File: src/rtl/filter_mode_ctrl.sv
// -----------------------------------------------------------------------------
// filter_mode_ctrl
//
// Frame-synchronous effect selector for the camera-to-VGA pixel chain.
// A debounced pushbutton press advances a requested effect
// (pass -> blur -> edge -> cartoon -> pass). The request is committed to the
// active mode only at a vertical-sync falling edge, so a frame is never split
// between two effects.
//
// Parameters:
//   DEBOUNCE_CYCLES : stable synced-key cycles needed to accept a level (>= 2)
//   AUTO_FRAMES     : frames between automatic advances (auto-cycle build only)
//
// Ports:
//   clk        in   pixel/system clock
//   rst_n      in   asynchronous active-low reset
//   key_n      in   raw pushbutton, active-low, asynchronous, bouncy
//   vs_n       in   vertical sync, active-low, asynchronous-safe
//   auto_sw    in   1 = auto-cycle request (used only with FILTER_AUTO_CYCLE_EN)
//   mode       out  active effect: 0 pass, 1 blur, 2 edge, 3 cartoon
//   blur_en    out  registered, high when mode == 1
//   edge_en    out  registered, high when mode == 2
//   cartoon_en out  registered, high when mode == 3
//   pending    out  a requested mode is waiting for the next frame boundary
//
// Build option:
//   FILTER_AUTO_CYCLE_EN : when defined, adds a frame counter that injects a
//                          press every AUTO_FRAMES frames while auto_sw = 1.
// -----------------------------------------------------------------------------
module filter_mode_ctrl #(
    parameter int DEBOUNCE_CYCLES = 500000,
    parameter int AUTO_FRAMES     = 120
) (
    input  logic       clk,
    input  logic       rst_n,
    input  logic       key_n,
    input  logic       vs_n,
    input  logic       auto_sw,
    output logic [1:0] mode,
    output logic       blur_en,
    output logic       edge_en,
    output logic       cartoon_en,
    output logic       pending
);

    localparam int DB_W = (DEBOUNCE_CYCLES > 2) ? $clog2(DEBOUNCE_CYCLES) : 1;
    localparam logic [DB_W-1:0] DB_LAST = DB_W'(DEBOUNCE_CYCLES - 1);

    typedef enum logic {
        IDLE    = 1'b0,
        PENDING = 1'b1
    } state_t;

    // -------------------------------------------------------------------------
    // Synchronisers (idle level is 1 for both active-low inputs)
    // -------------------------------------------------------------------------
    logic key_s1, key_s2;
    logic vs_s1, vs_s2, vs_s3;

    always_ff @(posedge clk or negedge rst_n) begin
        if (!rst_n) begin
            key_s1 <= 1'b1;
            key_s2 <= 1'b1;
            vs_s1  <= 1'b1;
            vs_s2  <= 1'b1;
            vs_s3  <= 1'b1;
        end else begin
            key_s1 <= key_n;
            key_s2 <= key_s1;
            vs_s1  <= vs_n;
            vs_s2  <= vs_s1;
            vs_s3  <= vs_s2;
        end
    end

    // Frame boundary: synced vs_n just went low.
    logic fb;
    assign fb = vs_s3 & ~vs_s2;

    // -------------------------------------------------------------------------
    // Debounce. press_key is registered on the same edge key_stable falls, so
    // it is a one-cycle pulse that already sits in a flop.
    // -------------------------------------------------------------------------
    logic            key_stable;
    logic [DB_W-1:0] db_cnt;
    logic            press_key;

    always_ff @(posedge clk or negedge rst_n) begin
        if (!rst_n) begin
            key_stable <= 1'b1;
            db_cnt     <= '0;
            press_key  <= 1'b0;
        end else begin
            press_key <= 1'b0;
            if (key_s2 != key_stable) begin
                if (db_cnt == DB_LAST) begin
                    key_stable <= key_s2;
                    db_cnt     <= '0;
                    press_key  <= ~key_s2;   // only the 1->0 transition counts
                end else begin
                    db_cnt <= db_cnt + 1'b1;
                end
            end else begin
                db_cnt <= '0;
            end
        end
    end

    // -------------------------------------------------------------------------
    // Press source: manual only, or manual plus frame-counted auto advance.
    // -------------------------------------------------------------------------
    logic press_any;

`ifdef FILTER_AUTO_CYCLE_EN
    localparam int AF_W = ($clog2(AUTO_FRAMES) > 8) ? $clog2(AUTO_FRAMES) : 8;
    localparam logic [AF_W-1:0] AF_LAST = AF_W'(AUTO_FRAMES - 1);

    logic [AF_W-1:0] auto_cnt;
    logic            auto_press;

    // auto_sw is a slow slide switch; a late sample only shifts the first
    // counted frame, so it is used without a synchroniser.
    always_ff @(posedge clk or negedge rst_n) begin
        if (!rst_n) begin
            auto_cnt   <= '0;
            auto_press <= 1'b0;
        end else begin
            auto_press <= 1'b0;
            if (!auto_sw || press_key) begin
                auto_cnt <= '0;
            end else if (fb) begin
                if (auto_cnt == AF_LAST) begin
                    auto_cnt   <= '0;
                    auto_press <= 1'b1;   // lands one cycle after this fb
                end else begin
                    auto_cnt <= auto_cnt + 1'b1;
                end
            end
        end
    end

    assign press_any = press_key | auto_press;
`else
    // Feature compiled out: the switch and frame count have no effect.
    logic unused_auto_sw;
    assign unused_auto_sw = auto_sw;
    localparam int UNUSED_AUTO_FRAMES = AUTO_FRAMES;

    assign press_any = press_key;
`endif

    // -------------------------------------------------------------------------
    // Mode FSM. req_mode accumulates presses independent of mode; mode copies
    // the pre-increment req_mode at a frame boundary while PENDING.
    // -------------------------------------------------------------------------
    state_t     state, state_nxt;
    logic [1:0] req_mode, req_nxt;
    logic [1:0] mode_nxt;

    always_comb begin
        state_nxt = state;
        req_nxt   = req_mode;
        mode_nxt  = mode;

        if (press_any) begin
            req_nxt = req_mode + 2'd1;
        end

        case (state)
            IDLE: begin
                if (press_any) begin
                    state_nxt = PENDING;
                end
            end
            PENDING: begin
                if (fb) begin
                    mode_nxt = req_mode;
                    // A press on the boundary cycle keeps a new request open.
                    if (!press_any) begin
                        state_nxt = IDLE;
                    end
                end
            end
            default: state_nxt = IDLE;
        endcase
    end

    // Enables decode mode_nxt so they switch on the same edge as mode.
    always_ff @(posedge clk or negedge rst_n) begin
        if (!rst_n) begin
            state      <= IDLE;
            req_mode   <= 2'd0;
            mode       <= 2'd0;
            blur_en    <= 1'b0;
            edge_en    <= 1'b0;
            cartoon_en <= 1'b0;
            pending    <= 1'b0;
        end else begin
            state      <= state_nxt;
            req_mode   <= req_nxt;
            mode       <= mode_nxt;
            blur_en    <= (mode_nxt == 2'd1);
            edge_en    <= (mode_nxt == 2'd2);
            cartoon_en <= (mode_nxt == 2'd3);
            pending    <= (state_nxt == PENDING);
        end
    end

endmodule
File: config.mk
export PLATFORM = sky130hd
export DESIGN_NAME = filter_mode_ctrl
export DESIGN_NICKNAME = d
export VERILOG_FILES = /design/src/rtl/filter_mode_ctrl.sv
export SDC_FILE = /design/constraint.sdc
export NUM_CORES = 1
export LEC_CHECK = 0
export BUFFER_PORTS_ARGS = -buffer_cell sky130_fd_sc_hd__buf_4
export CORE_MARGIN = 3
export CORE_UTILIZATION = 30
export CTS_BUF_LIST = sky130_fd_sc_hd__clkbuf_16
export CTS_CLUSTER_SIZE = 8
export DETAILED_ROUTE_END_ITERATION = 10
export SYNTH_ARGS = -nofsm -noshare
export SYNTH_HDL_FRONTEND = slang
export SYNTH_SLANG_ARGS = --single-unit
File: constraint.sdc
create_clock -name clk -period 3.1 [get_ports clk]
set_input_delay 0.155 -clock clk [delete_from_list [all_inputs] [get_ports clk]]
set_output_delay 0.155 -clock clk [all_outputs]
set_load 0.01 [all_outputs]
### After elaboration in Yosys (flattened, before gate mapping)

Index checks and enable logic that the tools add are counted.

* add/subtract/negate cells: 2
* equal/unequal tests: 5
* multiplexer cells: 9
* bitwise logic cells: 4
* reduce and logical (&&, ||, !) cells: 1

Operators with widths (number)
* 19-bit 2-to-1 mux: 2
* 19-bit by 1-bit adder with 19-bit output, second input constant: 1
* 19-bit equality test, second input constant: 1
* 2-bit equality test, second input constant: 2
* 1-bit 2-to-1 mux: 4
* 2-bit 2-to-1 mux: 2
* 1-bit NOT: 3
* 2-bit by 1-bit adder with 2-bit output, second input constant: 1
* 2-bit by 1-bit equality test with 1-bit output, second input constant: 1
* 1-bit case mux with 2 select lines: 1
* 2-bit AND reduction: 1
* 1-bit AND: 1
* 1-bit inequality test: 1

* register bits after elaboration: 34
* input bits: 5
* output and inout port bits: 6
* word-level logic and storage cells: 35

### Depth between registers and ports, before layout

Gate-level depths: netlist (run 1).

* word-level depth: 5
* gate-level depth with buffers: 6
* depth with buffers taken out: 5

### Least setup slack after synthesis (run 1)

Ideal clock, no wire load.

* path type: register -> register
* start: reg db_cnt[0]
* end: reg key_stable
* library setup time: 82 ps
* data arrival time: 1828 ps
* required time: 3018 ps
* setup slack: 1190 ps
* stages on the path, launching flop included: 6
* path buffers: 0
* clock period less this slack: 1910 ps
* cell sequence: dfrtp_1 -> ha_1 -> nand4_4 -> or3_4 -> or3_4 -> mux2_4

* cells in the longest elaborated chain, start to end: 2

RTL lines
* start, declared: line 85 `logic [DB_W-1:0] db_cnt;`
* start signal, assigned: line 101 `db_cnt <= db_cnt + 1'b1;`
* 19-bit equality test: line 96 `if (db_cnt == DB_LAST) begin`
* 2-bit AND reduction (no source line)
* end signal, assigned: line 97 `key_stable <= key_s2;`
* end, declared: line 84 `logic key_stable;`

No other way between the ends.
A chain may end at the register's enable or synchronous reset.

### Worst setup path in the final report (run 1)

* start: reg db_cnt[0]
* end: reg db_cnt[3]

* cells in the longest elaborated chain, start to end: 3
* elaborated cells on any way between the ends: 4
* those cells by class: 1 x add/sub; 1 x eq/ne; 2 x mux

RTL lines
* 19-bit by 1-bit adder with 19-bit output / 19-bit equality test (equally long branches): line 101, 96
* 19-bit 2-to-1 mux (*): line 96
* 19-bit 2-to-1 mux (*): line 95 `if (key_s2 != key_stable) begin`

Mark *: on every way between the ends. The rest lies on a longest branch, timed or not.

==> results.cfg, run 1 <==
[synth]
synth.largest_area_cell = dfrtp_1
synth.area.top_cells = dfrtp_1 (47%), dfstp_2 (11%), xnor2_1 (7.0%), nor2_1 (5.0%), nand4_1 (2.5%)
netlist_area_um2 = 1500
syn_nets = 138
synth-seq-area-share_pct = 57.4
ys_ff_latch = 34
ys_types = 32
yosysTopAreaCellShare_pct = 46.8
syn_inst = 132
avgSynthCellArea_um2 = 11.3
yosys_warnings = 0

[drt]
drc = 0
wl_per_cell_um = 12.5
vias = 1038
drt_iter0_markers = 57
via_per_inst = 4.76
wirelength_um = 2740
drt.antenna.violating_nets = 0
firstDrtPassIters = 4

[clocking]
cts_setup_buffers = 0
cts_hold_buf = 3
cts_max_level = 2
cts_root_buf = clkbuf_16
clk_latency_ns = 0.28
cts_tree = built
clkSinkCount = 34
cts_resized = 0
clkTransAtPathRegs_ns = 0.05
cts_max_path_buffers = 2
cts_inserted_buffers = 5

[grt]
grt_pass1_vias = 1107
grt_pass1_wl_um = 5000
grt_max_degree = 35
track_usage_pct = 11.1
antenna_found_initial = 0
grt_overflow = 0

[worst_setup_path]
critical-path-max-stage-delay_ns = 0.59
rrSetupSlack_ns = 0.91
path_max_fanout = 17
timing.rr.end = db_cnt[3]$_DFF_PN0_
start_kind = flop
cp.arrival_ns = 2.31
startpoint = db_cnt[0]$_DFF_PN0_
reg2reg_from = db_cnt[0]$_DFF_PN0_
slowest_stage = o31ai_4
crit_chain = ha_1 -> nand4_4 -> or3_4 -> o31ai_4 -> nor2_1
critical_path_class = reg -> reg
crit_end = db_cnt[3]$_DFF_PN0_
reg2reg_depth = 5
end_kind = flop
worstPathRequired_ns = 3.23

[floorplan]
die-area_um2 = 5870
core_um2 = 4790
initial_core_util_pct = 31.3
num_io_pins = 11
die_w_um = 76.6
chipHeight_um = 76.6
rows = 25

[sta]
fin_skew_ns = 0.00421
maxSlewViolCount = 0
tns_ns = 0
rsz0062_at_grt = no
worst_pin_slew_ns = 0.700
layout_min_cycle_time_ns = 2.19
slew_headroom_pct = 53.4
holdWs_ns = 0.356
hold_violations = 0
setup_viol = 0
max_freq_mhz = 457
finalCritPeriodShare_pct = 70.5

[final_layout]
fin_nets = 156
largest_register = db_cnt
drive_gt1_share_pct = 21.2
largest_reg_flops = 19
synthToLayoutAreaGrowth_pct = 21.1
n_antenna_cell = 0
top_regs = db_cnt (19), mode (2), req_mode (2)

[flow_run]
maxCapViolCount = 0

[min_path]
hp-class = reg -> reg

[outcome]
status = completed

[power_and_ir_drop]
ir_worst_vdd_mv = 0.215
p_leak_nw = 0.778
power_density_nw_per_um2 = 528

[place]
hpwl_um = 1900
numPortBuffers = 9
gp_congestion = 0.859
power breakdown:
part	switching [mW]	leakage [nW]	internal, mW
Combinational	0.0164	0.259	0.00977
Sequential	0.00687	0.452	0.453
Clock	0.178	0.0672	0.293
kinds of logic (layout without fill, tap and decap cells):
| logic type | count (synthesis) | after routing | synth area share [%] |
|---|---|---|---|
| flip-flops | 34 | 34 | 57.4 |
| AO/OA/AOI/OAI | 10 | 10 | 4.93 |
| XOR/XNOR | 16 | 16 | 9.36 |
| adder cells (fa/ha/maj) | 1 | 1 | 0.836 |
| buffers and inverters | 6 | 25 | 1.76 |
| AND/OR/NAND/NOR | 62 | 62 | 23.4 |
| multiplexers | 3 | 3 | 2.34 |
through the flow:
| stage | utilization, % | power, mW | instance area (um^2) | cells | setup WS (ns) |
|---|---|---|---|---|---|
| after global routing | 37.9 | 0.999 | 1810 | 218 | 0.775 |
| final | 37.9 | 0.957 | 1810 | 218 | 0.914 |
| after floorplan | - | 0.477 | 1500 | 132 | 1.19 |
| after detailed placement | 34.3 | 0.492 | 1640 | 207 | 0.896 |
| after global placement | 34.3 | 0.490 | 1640 | 207 | 0.964 |
| after CTS | 37.9 | 0.971 | 1810 | 218 | 0.908 |
cells in the mapped netlist:
library cell and instances:
dfrtp_1 28, nor2_1 20, xnor2_1 12, nand2_1 7
dfstp_2 6, nand3_1 6, nand4_1 6, inv_1 5
nor3_1 5, a21oi_1 4, xor2_1 4, or3_4 3
mux2i_1 2, o21ai_0 2, o31ai_1 2, or2_2 2
or3_1 2, or4_1 2, a21o_1 1, and2_1 1
and3_2 1, buf_4 1, ha_1 1, mux2_4 1
nand2b_1 1, nand3b_1 1, nand4_4 1, nor3b_1 1
nor4_1 1, nor4b_1 1, o31ai_4 1, or4_4 1
cell usage in the layout, fill, tap and decap left out, types with 2 or more instances in the layout:
cell            n
dfrtp_1        28
nor2_1         20
xnor2_1        12
buf_4           9
nand2_1         7
nand4_1         6
nand3_1         6
dfstp_2         6
inv_1           5
nor3_1          5
clkbuf_16       5
xor2_1          4
a21oi_1         4
or3_4           3
dlygate4sd3_1   3
or2_2           2
o31ai_1         2
or4_1           2
o21ai_0         2
or3_1           2
mux2i_1         2
layout make-up:
| type | count | area (um^2) |
|---|---|---|
| Sequential cell | 34 | 858 |
| Fill cell | 466 | 2970 |
| Tap cell | 67 | 83.8 |
| Clock inverter | 3 | 16.3 |
| Inverter | 5 | 18.8 |
| Clock buffer | 5 | 125 |
| Timing Repair Buffer | 12 | 97.6 |
| Multi-Input combinational cell | 92 | 612 |
worst max-delay path, delay by kind of cell (launching register included):
kind | cells | cell delay (ns)
DFF | 1 | 0.41
AOI/OAI and AO/OA | 1 | 0.59
adders and majority gates | 1 | 0.28
and+or+nand+nor | 3 | 0.75
routing by layer:
layer | routed length, um | vias to the layer above | GRT usage (%) | part of all wire (%)
li1 | - | 492 | - | -
met1 | 1180 | 518 | 12.2 | 43
met2 | 1360 | 19 | 17.4 | 50
met3 | 114 | 9 | 4.49 | 4.2
met4 | 77 | 0 | 7.61 | 2.8
met5 | 0 | - | 0 | 0
worst min-delay path by stage:
stage,from,to,slack (ns),cells after the start
floorplan,rst_n,blur_en$_DFF_PN0_,-0.14,0
finish,vs_s1$_DFF_PN1_,vs_s2$_DFF_PN1_,0.36,0
global placement,rst_n,state$_DFF_PN0_,0.11,1
CTS,vs_s1$_DFF_PN1_,vs_s2$_DFF_PN1_,0.36,0
detailed placement,rst_n,press_any$_DFF_PN0_,0.12,1
global route,vs_s1$_DFF_PN1_,vs_s2$_DFF_PN1_,0.36,0
Power figures use the tool's default switching activity.
==> run 2: changes to the inputs <==
--- a/config.mk
+++ b/config.mk
@@ -5,6 +5,7 @@
 export SDC_FILE = /design/constraint.sdc
 export NUM_CORES = 1
 export LEC_CHECK = 0
+export ABC_AREA = 1
 export BUFFER_PORTS_ARGS = -buffer_cell sky130_fd_sc_hd__buf_4
 export CORE_MARGIN = 3
 export CORE_UTILIZATION = 30
==> constraint.sdc (replaced) <==
create_clock -name clk -period 2.15 [get_ports clk]
set_input_delay 0.1075 -clock clk [delete_from_list [all_inputs] [get_ports clk]]
set_output_delay 0.1075 -clock clk [all_outputs]
set_load 0.01 [all_outputs]
==> run 2 against run 1 <==
Worst hold slack got worse by 0.029 ns; combinational power increased by 56%; first-iteration DRC count increased by 35%.
==> results.cfg, run 2 <==
[drt]
wirelength_um = 2820
via_per_inst = 4.34
vias = 1147
drc = 0
firstDrtPassIters = 4
drt_iter0_markers = 77
drt.antenna.violating_nets = 0
wl_per_cell_um = 10.7

[clocking]
clkSinkCount = 34
cts_root_buf = clkbuf_16
cts_max_path_buffers = 2
clk_latency_ns = 0.28
cts_setup_buffers = 0
cts_max_level = 2
clkTransAtPathRegs_ns = 0.05
cts_tree = built
cts_inserted_buffers = 5

[worst_setup_path]
cp.arrival_ns = 1.61
start_kind = flop
end_kind = flop
critical_path_class = reg -> reg
path_max_fanout = 8
worstPathRequired_ns = 2.32

[floorplan]
rows = 25
num_io_pins = 11
chipHeight_um = 78.9
die-area_um2 = 6220
initial_core_util_pct = 32.4
die_w_um = 78.9
core_um2 = 4910

[synth]
ys.flop_type = dfrtp_1
synth_edf_count = 0
synthArstFlopShare_pct = 100
synth_common_cells = nor2_1 (37), dfrtp_1 (28), nand2_1 (27)
yosysTopAreaCellShare_pct = 44.0
yosys_warnings = 0
synth.area.top_cells = dfrtp_1 (44%), dfstp_2 (9.9%), nor2_1 (8.7%), nand2_1 (6.4%), xor2_1 (4.4%)
synth.most_common_cell = nor2_1
avgSynthCellArea_um2 = 9.00
syn_nets = 183
ys_ff_latch = 34
synth-seq-area-share_pct = 53.9
syn_inst = 177
netlist_area_um2 = 1590
synth.largest_area_cell = dfrtp_1
ys_types = 25

[final_layout]
ff_latch_area_um2 = 858
multi_input_area_um2 = 652
top_regs = db_cnt (19), mode (2), req_mode (2)
fin_nets = 202
layout_common_cells = nor2_1 (37), dfrtp_1 (28), nand2_1 (27)
largest_reg_flops = 19
layout_commonest_cell = nor2_1
fin_cells = 264
largest_register = db_cnt
synthToLayoutAreaGrowth_pct = 20.3
n_antenna_cell = 0
drive_gt1_share_pct = 23.9
final_core_util_pct = 39.0
n_fill_cell = 501

[sta]
maxSlewViolCount = 0
slew_headroom_pct = 71.9
max_freq_mhz = 691
fin_skew_ns = 0.00491
tns_ns = 0
finalCritPeriodShare_pct = 67.3
layout_min_cycle_time_ns = 1.45
holdWs_ns = 0.327
rsz0062_at_grt = no
hold_violations = 0
setup_viol = 0
worst_pin_slew_ns = 0.421

[power_and_ir_drop]
power_mw = 1.38
p_sw_mw = 0.295
power_density_nw_per_um2 = 723
combinationalPowerShare_pct = 3.0
p_seq_share_pct = 47.7
p_leak_nw = 0.827
p_int_mw = 1.09
p_clk_share_pct = 49.4
ir_worst_vdd_mv = 0.383
switching_share_pct = 21.3

[place]
gp_congestion = 0.753
numPortBuffers = 9
dpl.cell_count = 253
hpwl_um = 1980

[flow_run]
maxCapViolCount = 0

[outcome]
status = completed

[grt]
grt_max_degree = 35
grt_pass1_wl_um = 4980
antenna_found_initial = 0
grt_pass1_vias = 1084
grt_overflow = 0
track_usage_pct = 10.6

[min_path]
hp-class = in -> async
-- run 2: kinds of logic after synthesis --
| logic type | after synthesis | share of synthesized area [%] |
|---|---|---|
| AO/OA/AOI/OAI | 11 | 4.09 |
| XOR/XNOR | 12 | 7.07 |
| adder cells (fa/ha/maj) | 1 | 0.785 |
| buffers and inverters | 22 | 5.18 |
| flip-flops | 34 | 53.9 |
| AND/OR/NAND/NOR | 97 | 29.0 |
-- run 2: power by group through the flow --
stage | Combinational [mW] | Clock [mW] | Sequential (mW)
2_1_floorplan | 0.0165 | 0 | 0.669
3_3_place_gp | 0.0372 | 0 | 0.670
3_5_place_dp | 0.0378 | 0 | 0.671
4_1_cts | 0.0421 | 0.699 | 0.660
5_1_grt | 0.0477 | 0.737 | 0.661
6_report | 0.0409 | 0.684 | 0.660
-- run 2: area by class of cell --
| type | instances | area share [%] |
|---|---|---|
| flip-flops and latches | 34 | 44.8 |
| multi-input cells | 121 | 34.0 |
| clock buffers | 5 | 6.53 |
| repair buffers | 12 | 5.09 |
| well taps | 67 | 4.38 |
| inverters | 22 | 4.31 |
| clock inverters | 3 | 0.849 |
-- run 2: timing repair --
item / CTS / global route
setup endpoints to repair: 0 / 0
hold buffers: 3 / 0
endpoints found under the hold margin: 30 / 0
gates resized for setup: 0 / 0
-- run 2: critical path, cell delays in order, from the launching register on --
cell	delay [ns]
dfrtp_1	0.36
ha_1	0.20
nand2_1	0.10
nor2_1	0.18
nand3_2	0.23
nand2_2	0.21
nor2_1	0.07
-- run 2: stage by stage --
| step | cell area (um^2) | setup slack, ns |
|---|---|---|
| finish | 1920 | 0.703 |
| floorplan | 1590 | 0.931 |
| global route | 1920 | 0.579 |
| CTS | 1920 | 0.691 |
| global placement | 1740 | 0.733 |
| detailed placement | 1740 | 0.705 |
-- run 2: worst paths after layout --
check / startpoint / slack [ns] / endpoint / depth (start not counted)
max: db_cnt[0]$_DFF_PN0_ / 0.70 / db_cnt[5]$_DFF_PN0_ / 6
min: rst_n / 0.33 / db_cnt[16]$_DFF_PN0_ / 2
max reg2reg: db_cnt[0]$_DFF_PN0_ / 0.70 / db_cnt[5]$_DFF_PN0_ / 6
min reg2reg: key_s1$_DFF_PN1_ / 0.36 / key_s2$_DFF_PN1_ / 0
max in group asynchronous: rst_n / 1.49 / key_s1$_DFF_PN1_ / 2
min in group clk: key_s1$_DFF_PN1_ / 0.36 / key_s2$_DFF_PN1_ / 0
-- run 2: routing by layer --
metal	wire length, um	global-route usage [%]	part of all wire (%)	vias to the layer above
li1	-	-	-	583
met1	1380	13.9	49	548
met2	1320	15.3	47	14
met3	103	4.76	3.6	2
met4	28	4.12	0.99	0
met5	0	0	0	-
